<file path="src/rtl/baseaddr_reader_pick_pkg.sv">
// Shared types and helpers for the read-side frame-buffer pointer selector.
// Holds the ring size, the reader's reset pointer, the FSM state type and
// one-hot helpers that are used by the selector and its interface.
package baseaddr_reader_pick_pkg;

  localparam int unsigned NBUF = 5;

  // Disjoint from the writer's reset pointer (5'b00001).
  localparam logic [NBUF-1:0] RD_PTR_RST = 5'b00010;

  typedef enum logic [1:0] {
    StIdle,
    StArm,
    StSel,
    StUpd
  } state_e;

  // True when exactly one bit is set.
  function automatic logic onehot_ok(logic [NBUF-1:0] v);
    logic [NBUF-1:0] one;
    one = {{(NBUF-1){1'b0}}, 1'b1};
    return (v != '0) && ((v & (v - one)) == '0);
  endfunction

  // Index of the lowest set bit; 0 when nothing is set.
  function automatic logic [2:0] onehot2idx(logic [NBUF-1:0] v);
    logic [2:0] idx;
    idx = '0;
    for (int i = NBUF - 1; i >= 0; i--) begin
      if (v[i]) idx = 3'(i);
    end
    return idx;
  endfunction

endpackage

</file>
<file path="src/rtl/baseaddr_reader_pick_if.sv">
// Bus bundle between the read pointer selector, the write-side allocator,
// the read DMA master and the read timing source.
//   enable, rd_vs                       : control / async read vsync
//   wr_current_point, last_next_point   : from the write-side allocator (one-hot)
//   rd_curr_point                       : reader-owned buffer back to the allocator
//   rd_base_addr, rd_ptr_valid          : frame base address to the read DMA
//   rd_repeat, rd_frame_cnt, rd_repeat_cnt : status and statistics
// master = the selector, slave = its environment.
interface baseaddr_reader_pick_if
  import baseaddr_reader_pick_pkg::*;
#(
  parameter int unsigned ADDR_W = 32,
  parameter int unsigned CNT_W  = 16
);
  logic              enable;
  logic              rd_vs;
  logic [NBUF-1:0]   wr_current_point;
  logic [NBUF-1:0]   last_next_point;
  logic [NBUF-1:0]   rd_curr_point;
  logic [ADDR_W-1:0] rd_base_addr;
  logic              rd_ptr_valid;
  logic              rd_repeat;
  logic [CNT_W-1:0]  rd_frame_cnt;
  logic [CNT_W-1:0]  rd_repeat_cnt;

  modport master (
    input  enable, rd_vs, wr_current_point, last_next_point,
    output rd_curr_point, rd_base_addr, rd_ptr_valid, rd_repeat,
    output rd_frame_cnt, rd_repeat_cnt
  );

  modport slave (
    output enable, rd_vs, wr_current_point, last_next_point,
    input  rd_curr_point, rd_base_addr, rd_ptr_valid, rd_repeat,
    input  rd_frame_cnt, rd_repeat_cnt
  );
endinterface

</file>
<file path="src/rtl/baseaddr_reader_pick_vs_sync_edge.sv">
// Read-vsync synchroniser and rising-edge detector.
//   wclk, wrst_n : clock, synchronous active-low reset
//   enable       : gates the rise output
//   rd_vs        : asynchronous read vsync
//   rise         : one-cycle pulse on a synchronised 0->1 of rd_vs
module baseaddr_reader_pick_vs_sync_edge #(
  parameter int unsigned SYNC_STAGES = 2
) (
  input  logic wclk,
  input  logic wrst_n,
  input  logic enable,
  input  logic rd_vs,
  output logic rise
);

  logic [SYNC_STAGES-1:0] sync_q;
  logic                   dly_q;

  always_ff @(posedge wclk) begin
    if (!wrst_n) begin
      sync_q <= '0;
      dly_q  <= 1'b0;
    end else begin
      sync_q <= {sync_q[SYNC_STAGES-2:0], rd_vs};
      dly_q  <= sync_q[SYNC_STAGES-1];
    end
  end

  assign rise = sync_q[SYNC_STAGES-1] & ~dly_q & enable;

endmodule

</file>
<file path="src/rtl/baseaddr_reader_pick.sv">
// Read-side frame-buffer pointer selector for the 5-buffer VDMA ring.
// On each read vsync it adopts the newest completed write buffer unless that
// buffer is invalid, being written, or already owned; otherwise the frame is
// a repeat of the current buffer. Publishes the owned buffer back to the
// allocator and its base address to the read DMA.
//   wclk, wrst_n : clock, synchronous active-low reset
//   bus          : baseaddr_reader_pick_if master (control, allocator, DMA, stats)
module baseaddr_reader_pick
  import baseaddr_reader_pick_pkg::*;
#(
  parameter int unsigned ADDR_W      = 32,
  parameter logic [31:0] BASE_ADDR   = 32'h0000_0000,
  parameter logic [31:0] FRAME_BYTES = 32'h0080_0000,
  parameter int unsigned SYNC_STAGES = 2,
  parameter int unsigned CNT_W       = 16
) (
  input  logic                   wclk,
  input  logic                   wrst_n,
  baseaddr_reader_pick_if.master bus
);

  localparam logic [ADDR_W-1:0] AddrRst = ADDR_W'(BASE_ADDR) + ADDR_W'(FRAME_BYTES);

  function automatic logic [ADDR_W-1:0] frame_addr(logic [2:0] idx);
    return ADDR_W'(BASE_ADDR) + ADDR_W'(idx) * ADDR_W'(FRAME_BYTES);
  endfunction

  state_e            state_q, state_d;
  logic [NBUF-1:0]   curr_q, curr_d;
  logic [ADDR_W-1:0] addr_q, addr_d;
  logic              valid_q, valid_d;
  logic              repeat_q, repeat_d;
  logic [CNT_W-1:0]  fcnt_q, fcnt_d;
  logic [CNT_W-1:0]  rcnt_q, rcnt_d;
  logic              rise;
  logic              cand_take;

  baseaddr_reader_pick_vs_sync_edge #(
    .SYNC_STAGES(SYNC_STAGES)
  ) u_vs_sync_edge (
    .wclk   (wclk),
    .wrst_n (wrst_n),
    .enable (bus.enable),
    .rd_vs  (bus.rd_vs),
    .rise   (rise)
  );

  // Candidate must be a single buffer, not the one being written, and not
  // the one already owned (which would be a repeat anyway).
  assign cand_take = onehot_ok(bus.last_next_point) &&
                     ((bus.last_next_point & bus.wr_current_point) == '0) &&
                     (bus.last_next_point != curr_q);

  always_comb begin
    state_d  = state_q;
    curr_d   = curr_q;
    addr_d   = addr_q;
    valid_d  = 1'b0;
    repeat_d = repeat_q;
    fcnt_d   = fcnt_q;
    rcnt_d   = rcnt_q;
    unique case (state_q)
      StIdle: begin
        if (bus.enable) state_d = StArm;
      end
      StArm: begin
        if (!bus.enable) state_d = StIdle;
        else if (rise)   state_d = StSel;
      end
      StSel: begin
        state_d = StUpd;
        fcnt_d  = fcnt_q + CNT_W'(1);
        if (cand_take) begin
          curr_d   = bus.last_next_point;
          repeat_d = 1'b0;
        end else begin
          repeat_d = 1'b1;
          rcnt_d   = rcnt_q + CNT_W'(1);
        end
      end
      StUpd: begin
        // A frame already in flight completes even if enable dropped.
        addr_d  = frame_addr(onehot2idx(curr_q));
        valid_d = 1'b1;
        state_d = bus.enable ? StArm : StIdle;
      end
      default: state_d = StIdle;
    endcase
  end

  always_ff @(posedge wclk) begin
    if (!wrst_n) begin
      state_q  <= StIdle;
      curr_q   <= RD_PTR_RST;
      addr_q   <= AddrRst;
      valid_q  <= 1'b0;
      repeat_q <= 1'b0;
      fcnt_q   <= '0;
      rcnt_q   <= '0;
    end else begin
      state_q  <= state_d;
      curr_q   <= curr_d;
      addr_q   <= addr_d;
      valid_q  <= valid_d;
      repeat_q <= repeat_d;
      fcnt_q   <= fcnt_d;
      rcnt_q   <= rcnt_d;
    end
  end

  assign bus.rd_curr_point = curr_q;
  assign bus.rd_base_addr  = addr_q;
  assign bus.rd_ptr_valid  = valid_q;
  assign bus.rd_repeat     = repeat_q;
  assign bus.rd_frame_cnt  = fcnt_q;
  assign bus.rd_repeat_cnt = rcnt_q;

endmodule

</file>
<file path="src/flat_wrapper.sv">
// flat-port wrapper written by rule: the top's interface ports become plain ports
module baseaddr_reader_pick_flat import baseaddr_reader_pick_pkg::*;
#(
  parameter int unsigned ADDR_W      = 32,
  parameter logic [31:0] BASE_ADDR   = 32'h0000_0000,
  parameter logic [31:0] FRAME_BYTES = 32'h0080_0000,
  parameter int unsigned SYNC_STAGES = 2,
  parameter int unsigned CNT_W       = 16
)
  (wclk, wrst_n, bus_enable, bus_rd_vs, bus_wr_current_point, bus_last_next_point, bus_rd_curr_point, bus_rd_base_addr, bus_rd_ptr_valid, bus_rd_repeat, bus_rd_frame_cnt, bus_rd_repeat_cnt);
  baseaddr_reader_pick_if #(.ADDR_W(ADDR_W), .CNT_W(CNT_W)) bus_i ();
  input  logic wclk;
  input  logic wrst_n;
  input wire logic [$bits(bus_i.enable)-1:0] bus_enable;
  input wire logic [$bits(bus_i.rd_vs)-1:0] bus_rd_vs;
  input wire logic [$bits(bus_i.wr_current_point)-1:0] bus_wr_current_point;
  input wire logic [$bits(bus_i.last_next_point)-1:0] bus_last_next_point;
  output wire logic [$bits(bus_i.rd_curr_point)-1:0] bus_rd_curr_point;
  output wire logic [$bits(bus_i.rd_base_addr)-1:0] bus_rd_base_addr;
  output wire logic [$bits(bus_i.rd_ptr_valid)-1:0] bus_rd_ptr_valid;
  output wire logic [$bits(bus_i.rd_repeat)-1:0] bus_rd_repeat;
  output wire logic [$bits(bus_i.rd_frame_cnt)-1:0] bus_rd_frame_cnt;
  output wire logic [$bits(bus_i.rd_repeat_cnt)-1:0] bus_rd_repeat_cnt;
  assign bus_i.enable = bus_enable;
  assign bus_i.rd_vs = bus_rd_vs;
  assign bus_i.wr_current_point = bus_wr_current_point;
  assign bus_i.last_next_point = bus_last_next_point;
  assign bus_rd_curr_point = bus_i.rd_curr_point;
  assign bus_rd_base_addr = bus_i.rd_base_addr;
  assign bus_rd_ptr_valid = bus_i.rd_ptr_valid;
  assign bus_rd_repeat = bus_i.rd_repeat;
  assign bus_rd_frame_cnt = bus_i.rd_frame_cnt;
  assign bus_rd_repeat_cnt = bus_i.rd_repeat_cnt;
  baseaddr_reader_pick #(.ADDR_W(ADDR_W), .BASE_ADDR(BASE_ADDR), .FRAME_BYTES(FRAME_BYTES), .SYNC_STAGES(SYNC_STAGES), .CNT_W(CNT_W)) u_core (.wclk(wclk), .wrst_n(wrst_n), .bus(bus_i));
endmodule
</file>
<file path="config.mk">
export PLATFORM = sky130hd
export DESIGN_NAME = baseaddr_reader_pick_flat
export DESIGN_NICKNAME = d
export VERILOG_FILES = /design/src/rtl/baseaddr_reader_pick_pkg.sv /design/src/rtl/baseaddr_reader_pick_if.sv /design/src/rtl/baseaddr_reader_pick_vs_sync_edge.sv /design/src/rtl/baseaddr_reader_pick.sv /design/src/flat_wrapper.sv
export SDC_FILE = /design/constraint.sdc
export NUM_CORES = 1
export LEC_CHECK = 0
export ABC_AREA = 1
export CORE_MARGIN = 2
export CORE_UTILIZATION = 40
export DETAILED_ROUTE_END_ITERATION = 6
export PLACE_DENSITY = 0.72
export SLEW_MARGIN = 5
export SYNTH_ARGS = -nofsm -noshare
export SYNTH_HDL_FRONTEND = slang
export SYNTH_HIERARCHICAL = 1
export SYNTH_SLANG_ARGS = --single-unit
</file>
<file path="constraint.sdc">
create_clock -name wclk -period 1.3 [get_ports wclk]
set_input_delay 0.325 -clock wclk [delete_from_list [all_inputs] [get_ports wclk]]
set_output_delay 0.325 -clock wclk [all_outputs]
set_load 0.02 [all_outputs]
</file>
Yosys cells after proc, flatten, opt, wreduce, memory -nomap -nowiden
Cells that the tools add are included.
- $add $sub $neg: 3
- eq/ne operators: 6
- muxes and demuxes: 12
- bitwise gates (word level): 6
- reduce and logical (&&, ||, !) cells: 10
- operators by type and width (operator ; number):
    $add A16 B1 Y16 const B ; 2
    $mux W3 ; 5
    $and A5 B5 Y5 ; 2
    $logic_not A5 Y1 ; 2
    $pmux W2 S4 ; 1
    $mux W2 ; 3
    $reduce_and A2 Y1 ; 3
    $ne A5 B5 Y1 ; 1
    $reduce_bool A5 Y1 ; 1
    $sub A5 B1 Y5 const B ; 1
    $eq A2 B2 Y1 const B ; 2
    $logic_and A1 B1 Y1 ; 3
    $mux W1 ; 3
    $ne A3 B2 Y1 const B ; 1
    $and A1 B1 Y1 ; 2
    $eq A2 B1 Y1 const B ; 1
    $logic_not A2 Y1 ; 1
    $ne A2 B2 Y1 const B ; 1
    $not A1 Y1 ; 2
- bits in registers: 47
- input bits: 14
- output and inout bits: 71
- word-level logic and storage cells: 46

Longest topological paths before layout
- word-level depth: 8
- mapped depth: 10
- gate-level depth less buffers: 10

Hierarchy
Netlist, hierarchy kept.
- modules (own cells, without submodules) (module ; instances ; cells each ; area each (µm²) ; sequential area each (µm²)):
    baseaddr_reader_pick ; 1 ; 405 ; 2745.1 ; 880.8
    baseaddr_reader_pick_vs_sync_edge ; 1 ; 11 ; 92.6 ; 60.1

Worst setup path after synthesis
No wires, ideal clock.
- path kind: reg-to-reg
- from: reg u_core.curr_q[3], in the netlist u_core/bus.rd_curr_point[3]
- to: reg u_core.rcnt_q[12], in the netlist u_core/bus.rd_repeat_cnt[12]
- library setup time: 0.138 ns
- arrival time: 1.381 ns
- required time: 1.162 ns
- slack: -0.219 ns
- stages on the path, launching flop included: 11
- buffers on the path: 1
- period minus slack after synthesis: 1.519 ns
- path through: dfxtp_1 inv_1 nand2_1 nand2_1 nor2_2 nand3_4 nand3_4 nand2_4 buf_12 nand2_2 a21oi_2
- word-level cells in the longest chain between the ends: 4
- RTL lines (element ; line ; text):
    from (decl) ; baseaddr_reader_pick.sv:29 ; logic [NBUF-1:0] curr_q, curr_d;
    from (signal assigned) ; baseaddr_reader_pick.sv:102 ; curr_q <= curr_d;
    $ne A5 B5 Y1 ; baseaddr_reader_pick.sv:52 ; (bus.last_next_point != curr_q);
    $logic_and A1 B1 Y1 ; baseaddr_reader_pick.sv:51 ; ((bus.last_next_point & bus.wr_current_point) == '0) &&
    $not A1 Y1 (no line) ; n/a ;
    $reduce_and A2 Y1 (no line) ; n/a ;
    to (signal assigned) ; baseaddr_reader_pick.sv:107 ; rcnt_q <= rcnt_d;
    to (decl) ; baseaddr_reader_pick.sv:34 ; logic [CNT_W-1:0] rcnt_q, rcnt_d;
No other way between the ends.
A chain may end at the register's enable or synchronous reset.

Worst setup path in the final report
- from: reg u_core.curr_q[0], in the netlist u_core/bus.rd_curr_point[0]
- to: reg u_core.curr_q[1], in the netlist u_core/bus.rd_curr_point[1]
- word-level cells in the longest chain between the ends: 3
- RTL lines (element ; line):
    $ne A5 B5 Y1 ; baseaddr_reader_pick.sv:52
    $logic_and A1 B1 Y1 ; baseaddr_reader_pick.sv:51
    $reduce_and A2 Y1 (no line) ; n/a
No other way between the ends.

==> results summary <==
After detailed placement, the design holds a cell count of roughly 600. The total count of hold-check failures in the final report came out at 0. STA classifies the critical path endpoint as a register. The number of antenna diodes in the final layout is 0. The final wirelength came out at just under 8000 um. The number of warning messages in the yosys log came out at 6. After detailed routing, the average wire length per cell comes to about 12 um. The wire-length estimate of the detail-placed layout is between 5000 and 6000 um.

The count of buffers inserted at the top-level ports is 55. After global routing the overflow that remains totals 0. For this block, the initial DRC count from the detailed router was 177. Clock tree synthesis selected as its root buffer the cell sky130_fd_sc_hd__clkbuf_8. The initial antenna violation count came out at 0. The data arrival at the endpoint of the critical path came out at between 1.5 and 2 ns.

The maximum fanout along the worst path is 7. Across the VDD grid, the largest voltage drop is between 0.0004 and 0.0005 V. The core footprint came out at a little under 7000 um^2. The smallest setup slack after layout came out at -0.135 ns.

The leakage power figure is 1.83 nW. Compared with the post-synthesis result, the final layout area differs by 51.7%. For this run, design rule violations remaining after detail routing come to 0. The top achievable clock speed is ~700 MHz. The completed layout was analyzed and its total power is ~2.9 mW. Global routing used 19.6% of the available tracks. Dividing the synthesized area by the synthesized cell count gives 6.82 um^2.

The switching power share of the total came out at a little over a quarter. Cells with a size suffix above 1 make up 45.7% of the layout. TritonCTS built the clock tree. Setup repair after global routing could not meet its margin everywhere.

The final worst-path cycle share is 110%. The CTS H-tree depth came out at 2. The instance count of the mapped netlist is roughly 420.

The final net count is roughly 560. Summing over every cut layer, the via total after detailed routing is about 3000. The power share of the sequential group came out at 49.8%. The initial utilization of the core area, before any placement, comes to a little over 40%. The cell taking the most area after synthesis is sky130_fd_sc_hd__dfxtp_1.

The final number of max-transition violations came out at 0. The floorplan die height is 88.2 um. The clock network burns 39.7% of the power.

The distinct cell type count after synthesis came out at 33. The tightest min-delay check is of the in2reg type. 85 I/O pins were placed. The top cell types in the final layout, fill and taps aside, are sky130_fd_sc_hd__nand2_1, sky130_fd_sc_hd__buf_4, sky130_fd_sc_hd__nor2_1. The netlist area before placement came out at 2840 um^2.

The first detailed-routing pass ran for 4 iterations. The internal power of the cells came out at ~2.1 mW. The TritonCTS sink count came out at 47. The number of antenna-violating nets in the routed design is 0.

The switching power is between 700 and 800 uW. Once layout is complete, the cells apart from fillers number approximately 640. By area the synthesized netlist is led by sky130_fd_sc_hd__dfxtp_1, sky130_fd_sc_hd__nand2_1, sky130_fd_sc_hd__buf_4.

At the worst endpoint, the required time is roughly 1.5 ns. The routability congestion estimate from global placement came out at 0.870. Summing the sequential cell areas from Yosys gives between 30 and 40% of the chip area. Clock-pin slew was measured on the worst setup and hold paths at roughly 0.1 ns. Dividing total power by cell area gives a power density of roughly 670 nW/um^2. The combinational share of power came out at between 10% and 20%. Across the routed clock network, the largest skew measured is ~0.01 ns.

The die covers around 7800 um^2. The final critical path time including I/O delays and setup came out at about 1.4 ns. The critical path in this run is classified as reg2reg. Dividing the detail-routed via count by the number of cells gives ~4.8. Entering global routing, the biggest net connects 26 pins. The number of rows created at floorplan came out at 30. The number of endpoints failing setup at the final stage came out at 27.

The longest clock path from root to sink contains 2 buffers. The area fraction of the dominant cell type after synthesis came out at about a third. The flow ran to the end, but the final reports show violations. The width of the die came out at between 80 and 90 um.

The max capacitance violation total is 0. The startpoint type of the worst setup path is a register. The first global-routing pass estimated between 10000 and 15000 um of wire.

The via count of the first global-routing pass is 2719. The checks that failed: setup timing. The flip-flop and latch count after synthesis came out at between 40 and 50. The number of buffers added by the clock tree synthesis step is 5. The clock latency at the later pin of the worst-skew pair came out at just over 0.3 ns.

The most common library cell in the layout ignoring fill and taps is sky130_fd_sc_hd__nand2_1.
-- Yosys cell counts --
cell type                  number
sky130_fd_sc_hd__clkinv_1       1
sky130_fd_sc_hd__o31ai_1        1
sky130_fd_sc_hd__inv_1         33
sky130_fd_sc_hd__a21oi_1       21
sky130_fd_sc_hd__nand3b_1       2
sky130_fd_sc_hd__o21ai_0       10
sky130_fd_sc_hd__nor2_1        56
sky130_fd_sc_hd__buf_2          3
sky130_fd_sc_hd__nand3_4        2
sky130_fd_sc_hd__nand2_2       10
sky130_fd_sc_hd__a31oi_1        1
sky130_fd_sc_hd__nand2_4        1
sky130_fd_sc_hd__nand2_1       97
sky130_fd_sc_hd__nor3_1         6
sky130_fd_sc_hd__nor2_4         3
sky130_fd_sc_hd__xor2_1         6
sky130_fd_sc_hd__buf_12         1
sky130_fd_sc_hd__o21ai_1        3
sky130_fd_sc_hd__clkbuf_1       2
sky130_fd_sc_hd__a21oi_2       10
sky130_fd_sc_hd__inv_2          6
sky130_fd_sc_hd__ha_1           2
sky130_fd_sc_hd__nand4_1        9
sky130_fd_sc_hd__nor2_2         6
sky130_fd_sc_hd__dfxtp_1       47
sky130_fd_sc_hd__buf_1          1
sky130_fd_sc_hd__o21a_1         3
sky130_fd_sc_hd__xnor2_1        7
sky130_fd_sc_hd__buf_4         30
sky130_fd_sc_hd__nor3b_1        1
sky130_fd_sc_hd__conb_1         1
sky130_fd_sc_hd__nand3_1       33
sky130_fd_sc_hd__nor3_2         1
-- worst max-delay path: stages, from the launching register on --
cell and delay [ns]:
sky130_fd_sc_hd__dfxtp_4 0.36, sky130_fd_sc_hd__nand2_1 0.05, sky130_fd_sc_hd__inv_1 0.04, sky130_fd_sc_hd__nor2_2 0.14, sky130_fd_sc_hd__nor2_4 0.05, sky130_fd_sc_hd__nand3_4 0.07, sky130_fd_sc_hd__nand3_4 0.19, sky130_fd_sc_hd__buf_4 0.20
sky130_fd_sc_hd__o21ai_1 0.15, sky130_fd_sc_hd__nand3_1 0.08
-- stage by stage --
stage          cell area [um^2]  TNS, ns  hold slack [ns]  setup WS, ns  utilization, %
2_1_floorplan              3000   -0.811            0.390       -0.0744               -
3_3_place_gp               3820   -14.51            0.402        -0.641            56.0
3_5_place_dp               3820   -15.61            0.412        -0.710            56.0
4_1_cts                    4140    -1.80            0.348        -0.117            60.6
5_1_grt                    4300    -4.77            0.394        -0.238            63.0
6_report                   4300    -1.84            0.368        -0.135            63.0
-- state kept, by name, summed over array words and instances (netlist names), 2 cells and up, named ones only --
signal and cells:
u_core/bus.rd_base_addr 3, u_core/bus.rd_curr_point 5, u_core/bus.rd_frame_cnt 16, u_core/bus.rd_repeat_cnt 16
u_core/u_vs_sync_edge/sync_q 2
-- worst paths after layout --
kind                                   startpoint                     endpoint  slack, ns  cells after the start
setup / recovery      u_core/bus.rd_curr_point[0]  u_core/bus.rd_curr_point[1]      -0.13                      9
hold / removal             bus_last_next_point[1]  u_core/bus.rd_curr_point[1]       0.37                      3
setup reg to reg      u_core/bus.rd_curr_point[0]  u_core/bus.rd_curr_point[1]      -0.13                      9
hold reg to reg   u_core/u_vs_sync_edge/sync_q[1]  u_core/u_vs_sync_edge/dly_q       0.43                      2
-- final cells by class --
| class | count | area (um^2) |
|---|---|---|
| clock buffer | 5 | 68.8 |
| clock inverter | 3 | 47.5 |
| fill | 577 | 2530 |
| inverter | 40 | 153 |
| multi-input combinational | 321 | 1910 |
| sequential | 47 | 990 |
| tap | 96 | 120 |
| timing repair buffer | 127 | 1020 |
-- power by group through the flow --
stage          Sequential (mW)  Clock, mW  Combinational (mW)
3_5_place_dp              1.47          0               0.277
4_1_cts                   1.44       1.16               0.291
6_report                  1.43       1.14               0.303
2_1_floorplan             1.47          0               0.238
3_3_place_gp              1.47          0               0.274
5_1_grt                   1.43       1.21               0.330
-- what timing repair did --
action / 4_1_cts / 5_1_grt
buffers inserted: 6 / 9
hold buffers: 0 / 0
setup endpoints to repair: 73 / 61
pin swaps: 24 / 30
gates resized for setup: 183 / 84
cloned: 2 / 1
-- routing by layer --
metal | vias to the layer above | GRT usage [%] | wire length (um) | part of all wire, %
met5 | - | 0 | 0 | 0
met4 | 0 | 5.92 | 114 | 1.4
met3 | 15 | 3.17 | 368 | 4.7
met2 | 99 | 33.8 | 3890 | 49
met1 | 1395 | 25.1 | 3520 | 45
li1 | 1531 | - | - | -
-- logic make-up after synthesis --
kind of cell	Yosys count	synth area share [%]
AO/OA/AOI/OAI	49	10.4
XOR/XNOR	13	4.01
adder cells (fa/ha/maj)	2	0.882
buffers and inverters	77	14.9
other	1	0.132
flip-flops	47	33.2
AND/OR/NAND/NOR	227	36.6
Note: power is estimated with default switching activity, not from simulation.
